--- src/rtl/sram_stream_reader_pkg.sv ---
// Shared definitions for the SRAM stream reader: FSM states and FIFO sizing.
package sram_stream_reader_pkg;

  localparam int unsigned FIFO_DEPTH = 2;
  localparam int unsigned CNT_WIDTH  = 2;

  typedef enum logic [1:0] {
    ST_IDLE  = 2'd0,
    ST_READ  = 2'd1,
    ST_DRAIN = 2'd2
  } rd_state_e;

endpackage

--- src/rtl/sram_stream_reader_fifo2.sv ---
// Two-entry first-word-fall-through FIFO holding {last, data} for the stream reader.
module sram_stream_reader_fifo2
  import sram_stream_reader_pkg::*;
#(
  parameter int unsigned WIDTH = 513
) (
  input  logic                 clk,
  input  logic                 rst_n,
  input  logic                 push_i,
  input  logic [WIDTH-1:0]     push_data_i,
  input  logic                 pop_i,
  output logic [WIDTH-1:0]     head_o,
  output logic [CNT_WIDTH-1:0] cnt_o
);

  logic [WIDTH-1:0]     mem_q [FIFO_DEPTH];
  logic                 rd_ptr_q;
  logic                 wr_ptr_q;
  logic [CNT_WIDTH-1:0] cnt_q;

  // Push and pop may coincide at any non-zero occupancy; the count then holds.
  always_ff @(posedge clk) begin
    if (!rst_n) begin
      mem_q[0] <= '0;
      mem_q[1] <= '0;
      rd_ptr_q <= 1'b0;
      wr_ptr_q <= 1'b0;
      cnt_q    <= '0;
    end else begin
      if (push_i) begin
        mem_q[wr_ptr_q] <= push_data_i;
        wr_ptr_q        <= ~wr_ptr_q;
      end
      if (pop_i) begin
        rd_ptr_q <= ~rd_ptr_q;
      end
      case ({push_i, pop_i})
        2'b10:   cnt_q <= cnt_q + CNT_WIDTH'(1);
        2'b01:   cnt_q <= cnt_q - CNT_WIDTH'(1);
        default: cnt_q <= cnt_q;
      endcase
    end
  end

  assign head_o = mem_q[rd_ptr_q];
  assign cnt_o  = cnt_q;

endmodule

--- src/rtl/sram_stream_reader.sv ---
// Read engine for a single-port SRAM: turns (addr, len) commands into a valid/ready
// word stream, hiding the one-cycle SRAM read latency behind a 2-entry FIFO.
module sram_stream_reader
  import sram_stream_reader_pkg::*;
#(
  parameter int unsigned DATA_WIDTH = 512,
  parameter int unsigned ADDR_WIDTH = 7,
  parameter int unsigned LEN_WIDTH  = 8
) (
  input  logic                    clk,
  input  logic                    rst_n,
  input  logic                    cmd_valid,
  output logic                    cmd_ready,
  input  logic [ADDR_WIDTH-1:0]   cmd_addr,
  input  logic [LEN_WIDTH-1:0]    cmd_len,
  output logic [ADDR_WIDTH-1:0]   sram_address,
  output logic                    sram_clken,
  output logic                    sram_rden,
  output logic                    sram_wren,
  output logic [DATA_WIDTH/8-1:0] sram_byteena,
  input  logic [DATA_WIDTH-1:0]   sram_q,
  output logic                    out_valid,
  input  logic                    out_ready,
  output logic [DATA_WIDTH-1:0]   out_data,
  output logic                    out_last,
  output logic                    busy,
  output logic                    done
);

  localparam int unsigned FW  = DATA_WIDTH + 1;
  localparam int unsigned CRW = CNT_WIDTH + 1;

  rd_state_e             state_q;
  logic [ADDR_WIDTH-1:0] addr_q;
  logic [LEN_WIDTH-1:0]  rem_q;
  logic                  inflight_q;
  logic                  inflight_last_q;
  logic                  done_empty_q;

  logic [FW-1:0]         head;
  logic [CNT_WIDTH-1:0]  cnt;
  logic [CRW-1:0]        credit_c;
  logic                  accept_c;
  logic                  pop_c;
  logic                  issue_c;
  logic                  issue_last_c;

  assign accept_c = cmd_valid & cmd_ready;
  assign pop_c    = out_valid & out_ready;

  // Words already owed to the FIFO after this cycle's pop; a new read needs a free slot.
  assign credit_c     = CRW'(cnt) + CRW'(inflight_q) - CRW'(pop_c);
  assign issue_c      = (state_q == ST_READ) && (rem_q != '0) && (credit_c < CRW'(2));
  assign issue_last_c = issue_c && (rem_q == LEN_WIDTH'(1));

  always_ff @(posedge clk) begin
    if (!rst_n) begin
      state_q         <= ST_IDLE;
      addr_q          <= '0;
      rem_q           <= '0;
      inflight_q      <= 1'b0;
      inflight_last_q <= 1'b0;
      done_empty_q    <= 1'b0;
    end else begin
      done_empty_q    <= 1'b0;
      inflight_q      <= issue_c;
      inflight_last_q <= issue_last_c;
      case (state_q)
        ST_IDLE: begin
          if (accept_c) begin
            if (cmd_len == '0) begin
              done_empty_q <= 1'b1;
            end else begin
              addr_q  <= cmd_addr;
              rem_q   <= cmd_len;
              state_q <= ST_READ;
            end
          end
        end
        ST_READ: begin
          if (issue_c) begin
            addr_q <= addr_q + ADDR_WIDTH'(1);
            rem_q  <= rem_q - LEN_WIDTH'(1);
            if (issue_last_c) begin
              state_q <= ST_DRAIN;
            end
          end
        end
        ST_DRAIN: begin
          if (pop_c && head[DATA_WIDTH]) begin
            state_q <= ST_IDLE;
          end
        end
        default: state_q <= ST_IDLE;
      endcase
    end
  end

  sram_stream_reader_fifo2 #(
    .WIDTH (FW)
  ) u_fifo (
    .clk         (clk),
    .rst_n       (rst_n),
    .push_i      (inflight_q),
    .push_data_i ({inflight_last_q, sram_q}),
    .pop_i       (pop_c),
    .head_o      (head),
    .cnt_o       (cnt)
  );

  assign cmd_ready    = (state_q == ST_IDLE);
  assign busy         = (state_q != ST_IDLE);
  assign sram_address = addr_q;
  assign sram_rden    = issue_c;
  assign sram_clken   = issue_c;
  assign sram_wren    = 1'b0;
  assign sram_byteena = '1;
  assign out_valid    = (cnt != '0);
  assign out_data     = head[DATA_WIDTH-1:0];
  assign out_last     = out_valid & head[DATA_WIDTH];
  assign done         = done_empty_q | ((state_q == ST_DRAIN) & pop_c & head[DATA_WIDTH]);

endmodule

--- config.mk ---
export PLATFORM = sky130hd
export DESIGN_NAME = sram_stream_reader
export DESIGN_NICKNAME = d
export VERILOG_FILES = /design/src/rtl/sram_stream_reader_pkg.sv /design/src/rtl/sram_stream_reader_fifo2.sv /design/src/rtl/sram_stream_reader.sv
export SDC_FILE = /design/constraint.sdc
export NUM_CORES = 1
export LEC_CHECK = 0
export ABC_AREA = 1
export BUFFER_PORTS_ARGS = -buffer_cell sky130_fd_sc_hd__buf_2
export CAP_MARGIN = 40
export CORE_AREA = 2 2 443 445
export DETAILED_ROUTE_END_ITERATION = 10
export DIE_AREA = 0 0 445 447
export PLACE_DENSITY = 0.4
export SETUP_SLACK_MARGIN = 0.15
export SYNTH_ARGS = -nofsm -noshare
export SYNTH_HDL_FRONTEND = slang
export SYNTH_SLANG_ARGS = --single-unit
--- constraint.sdc ---
create_clock -name clk -period 38.9 [get_ports clk]
set_input_delay 1.945 -clock clk [delete_from_list [all_inputs] [get_ports clk]]
set_output_delay 1.945 -clock clk [all_outputs]
set_load 0.02 [all_outputs]
# Word level (Yosys, flattened, before mapping)
# Memories as Yosys holds them, arrays and structs flattened. A register that Yosys moved wholly into a read port is not among the register bits.
# Cells that the tools add are included.
# op_classes
bitwise_logic	8
reduce_logical	15
magnitude_cmp	1
addsub	6
mux	25
eq_ne	10
# op_table
op	count
513-bit two-way mux	1
513-bit OR reduction	1
8-bit two-way mux	3
7-bit two-way mux	3
8-bit case mux with 2 select lines	1
7-bit case mux with 2 select lines	1
2-bit two-way mux	5
1-bit two-way mux	9
8-bit by 1-bit equality test with 1-bit output (second input constant)	1
8-bit logical NOT	1
2-bit != test (second input constant)	4
2-bit nonzero test	4
8-bit nonzero test	1
8-bit by 1-bit subtractor with 8-bit output (second input constant)	1
7-bit by 1-bit adder with 7-bit output (second input constant)	1
2-bit case mux with 3 select lines	1
1-bit bitwise AND	5
5-bit AND reduction	1
2-bit by 1-bit equality test with 1-bit output (second input constant)	2
2-bit equality test (second input constant)	2
1-bit logical AND	4
2-bit case mux with 2 select lines	1
4-bit AND reduction	1
2-bit by 1-bit adder with 3-bit output	1
9 further kinds	10
# totals
elab_cells	75
mem_count	1
ram_bits	1026
output_inout_bits	591
input_bits	531
reg_bits	24
# mem_list
memory	depth	word_bits	read_ports	rd_clocked_by_memory_dff	wr	line_no	source
u_fifo.mem_q	2	513	1	1	2	sram_stream_reader_fifo2.sv:16	logic [WIDTH-1:0] mem_q [FIFO_DEPTH];

# Logic depth before layout (Yosys ltp)
# logic_depth
word_depth	9
mapped_depth	20
mapped_depth_nobuf	20

# By module
# A second synthesis with hierarchy kept.
# hier_totals
cells_unflattened	3574
area_unflattened_um2	46220.6
# by_module_without_submodules
mod	seq_area_each_um2	instances	area_each_um2	cells_per_inst
sram_stream_reader_fifo2	30909.6	1	44271.2	3283
sram_stream_reader	400.4	1	1949.4	291

# Worst setup path after synthesis
# No wires, ideal clock.
# synth_path
kind	input -> register
startpoint	in rst_n
endpoint	mem u_fifo.mem_q[0][0], enable pin
path_stages	5
t_arrival_ps	11069
path_slack_ps	24187
setup_ps	3644
path_buffers	3
required_time_ps	35256
path_cell_list	buf_2 nand3b_1 clkbuf_1 clkbuf_1 nand2_1
# synth_rtl
element	line_no	source
from (decl)	sram_stream_reader.sv:11	input logic rst_n,
to (decl)	sram_stream_reader_fifo2.sv:16	

# Worst setup path in the final report
# layout_path
startpoint	in out_ready
endpoint	out sram_rden
# layout_via
elab_chain_len	4
# layout_lines
element	line_no	source
from (decl)	sram_stream_reader.sv:23	input logic out_ready,
1-bit bitwise AND	sram_stream_reader.sv:49	assign pop_c = out_valid & out_ready;
3-bit by 1-bit subtractor with 3-bit output	sram_stream_reader.sv:52	assign credit_c = CRW'(cnt) + CRW'(inflight_q) - CRW'(pop_c);
3-bit by 2-bit less-than comparator with 1-bit output	sram_stream_reader.sv:53	assign issue_c = (state_q == ST_READ) && (rem_q != '0) && (credit_c < CRW'(2));
1-bit logical AND	sram_stream_reader.sv:53	
to (decl)	sram_stream_reader.sv:18	output logic sram_rden,
# No other way between the ends.

==> impl_metrics.csv <==
group,metric,value,unit
placement,dp_hpwl,108000,um
yosys,synthesis.area_per_instance,12.7,sq um
clocking,cts.sinks,1051,
yosys,synth_cell_types,43,
setup_path,crit_path_start_kind,"primary input",
clocking,clk_pin_slew,0.06,ns
die,core_area,194000,sq um
detailed_routing,ant_nets,0,
yosys,synthAdderAreaFrac,0.00155,
timing,hold_ws,0.462,ns
timing,fin_crit,5.89,ns
detailed_routing,drt-vias-per-instance,4.05,
setup_path,crit_required,36.95,ns
detailed_routing,drc,0,
layout,syn_to_final_growth,27.0,%
yosys,ys_ff_latch,1051,
yosys,synthCells,3568,
detailed_routing,vias,29600,
yosys,syn_area,45300,sq um
timing,tightest_slew,1.11,ns
die,dieHeight,447,um
pwr,p_leak,25.9,nW
layout,nets,5159,
layout,layout_common_cells,"nor2_1 (1,059), buf_2 (1,056), edfxtp_1 (1,026), inv_1 (535), mux2_1 (482)",
detailed_routing,wl_per_cell,21.5,um
global_route,grt_usage,0.151,
timing,grt_setup_unrepaired,"no",
global_route,first_global_vias,29700,
clocking,cts_setup_buffers,0,
timing,setup_slack,33.01,ns
timing,max_freq,170,MHz
timing,hold_viol_final,0,
layout,final_common_cell,"nor2_1",
clocking,cts_resized,0,
timing,setup_tns,0,ns
setup_path,cp_max_fo,6,
clocking,cts-buffers-inserted,133,
timing,min_period_over_period,0.152,
clocking,cts_max_level,4,
clocking,holdBufCountCts,0,
die,num_rows,162,
pwr,vdd_drop_max,0.0000301,V
timing,timing.slew.headroom,0.262,
yosys,synthSimpleGateAreaFrac,0.100,
global_route,grt_pass1_wl,217000,um
yosys,synth_compound_area_frac,0.00442,
yosys,synth_largest_area_cell,"edfxtp_1",
yosys,synth_top_area_frac,0.680,
layout,final_area,57600,sq um
setup_path,path_cells,"buf_2, nand2_1, or2_1, inv_2, nand2_1, nand2_1, inv_1, fa_1, nand3_1, nor2_1, nand2_2, inv_1, buf_2",
yosys,synth_area_leaders,"edfxtp_1 (68%), mux2_1 (12%), nor2_1 (8.8%)",
placement,dpl_cell_area,53500,sq um
die,io_pins,1122,
detailed_routing,drt_pass1_iterations,5,
run_status,outcome,"completed",
global_route,grt_start_max_net_pins,177,
setup_path,crit_top_cell,"nand2_1",
placement,dp_slack,32.97,ns
global_route,grt-ovfl-total,0,
job,drv_cap,0,
die,die-area,199000,sq um
timing,report.final.slew_viol_count,0,
detailed_routing,drt_iter0_markers,1529,
clocking,cts_root_buffer,"clkbuf_16",
clocking,tritoncts,"built",
timing,skew,0.0174,ns
placement,globalplace.congestion,0.795,
pwr,powerDensity,49.9,nW/um^2
worst_hold_path,hold_class,"flop to flop",
yosys,synth_top_family_by_area,"multiplexers",
setup_path,rrSetupSlack,35.61,ns
detailed_routing,wl,157000,um
setup_path,arrival,3.95,ns
timing,setup_violations,0,
setup_path,worst-setup-path-type,"primary input to output port",
global_route,antenna_found_initial,94,
setup_path,slowest_stage,"fa_1",
placement,io_buffers,1056,
yosys,yosysSeqAreaShare,0.691,
clocking,cts_max_path_buffers,3,
layout,drive_gt1_frac,0.282,
yosys,synthXorXnorAreaFrac,0.000387,
clocking,clk_latency,0.78,ns
yosys,synthMuxAreaShare,0.127,
die,die_w,445,um
setup_path,end_kind,"output port",
die,start_util,0.233,
yosys,yosys_warnings,0,
setup_path,cpPeakStageDelay,0.49,ns
cell families (layout without fill, tap and decap cells):
family	Yosys count	in the layout
compound gates	34	34
simple gates	1171	1171
flops	1051	1051
buf+inv	790	1884
xor+xnor	2	2
mux	513	513
other cells	2	91
fa+ha+maj	5	5
worst paths after layout:
check             startpoint                    to  cells after the start
max reg2reg       inflight_q  u_fifo.mem_q[1][290]                      6
min reg2reg  u_fifo.rd_ptr_q                  flop                      1
min          u_fifo.rd_ptr_q                  flop                      1
max                out_ready             sram_rden                     13
metal layers:
| layer | share of wire | wire length [um] | vias to the layer above | track usage |
|---|---|---|---|---|
| li1 | - | - | 13800 | - |
| met1 | 0.38 | 59400 | 14500 | 0.169 |
| met2 | 0.52 | 82000 | 904 | 0.271 |
| met3 | 0.057 | 8860 | 332 | 0.0410 |
| met4 | 0.039 | 6030 | 44 | 0.0625 |
| met5 | 0.0019 | 296 | - | 0 |
Yosys cell counts, drive strengths merged:
cell and number:
xor2 2, conb 2, mux2i 1, nor2 1064, a31o 1, a221oi 1, nand3 17, nand2 78
nor3 3, o22ai 1, a31oi 1, nand4 3, buf 210, nand3b 2, clkinv 1, o21a 1
fa 1, o21bai 1, ha 4, edfxtp 1026, mux2 512, dfxtp 25, and3 1, a21oi 12
or2 3, o21ai 16, clkbuf 34, inv 545
sequential cells by signal (all words and copies together) (netlist names), named ones only:
name and cells:
done_empty_q 1, u_fifo.mem_q 1026, state_q 2, sram_address 7, u_fifo.rd_ptr_q 1, u_fifo.cnt_o 2
u_fifo.wr_ptr_q 1, inflight_q 1, rem_q 8, inflight_last_q 1
report_power, final:
group / leakage, nW / switching (mW) / internal [mW]
Clock: 1.94 / 0.499 / 0.661
Combinational: 13.1 / 0.264 / 0.122
Sequential: 10.8 / 0.0172 / 1.31
cell type report:
cell class,instances,area (sq um)
antenna,26,65.1
clock buffer,169,3460
clock inverter,68,569
fill,20200,137000
inverter,546,2050
multi-input combinational,1790,10900
sequential,1051,31300
tap,2542,3180
timing repair buffer,1101,6050
metrics by stage:
stage / std cells / power, mW / utilization
after floorplan: 3631 / 1.61 / -
after global placement: 7012 / 1.74 / 0.273
after detailed placement: 7030 / 1.75 / 0.275
after CTS: 7267 / 2.93 / 0.296
after global routing: 7283 / 2.99 / 0.296
final: 7293 / 2.87 / 0.296
worst max-delay path, delay by kind of cell:
family | cells | cell delay, ns
adders and majority gates | 1 | 0.49
buffers and inverters | 5 | 0.74
and+or+nand+nor | 7 | 0.76
No activity file was read; power rests on OpenSTA's default activity.
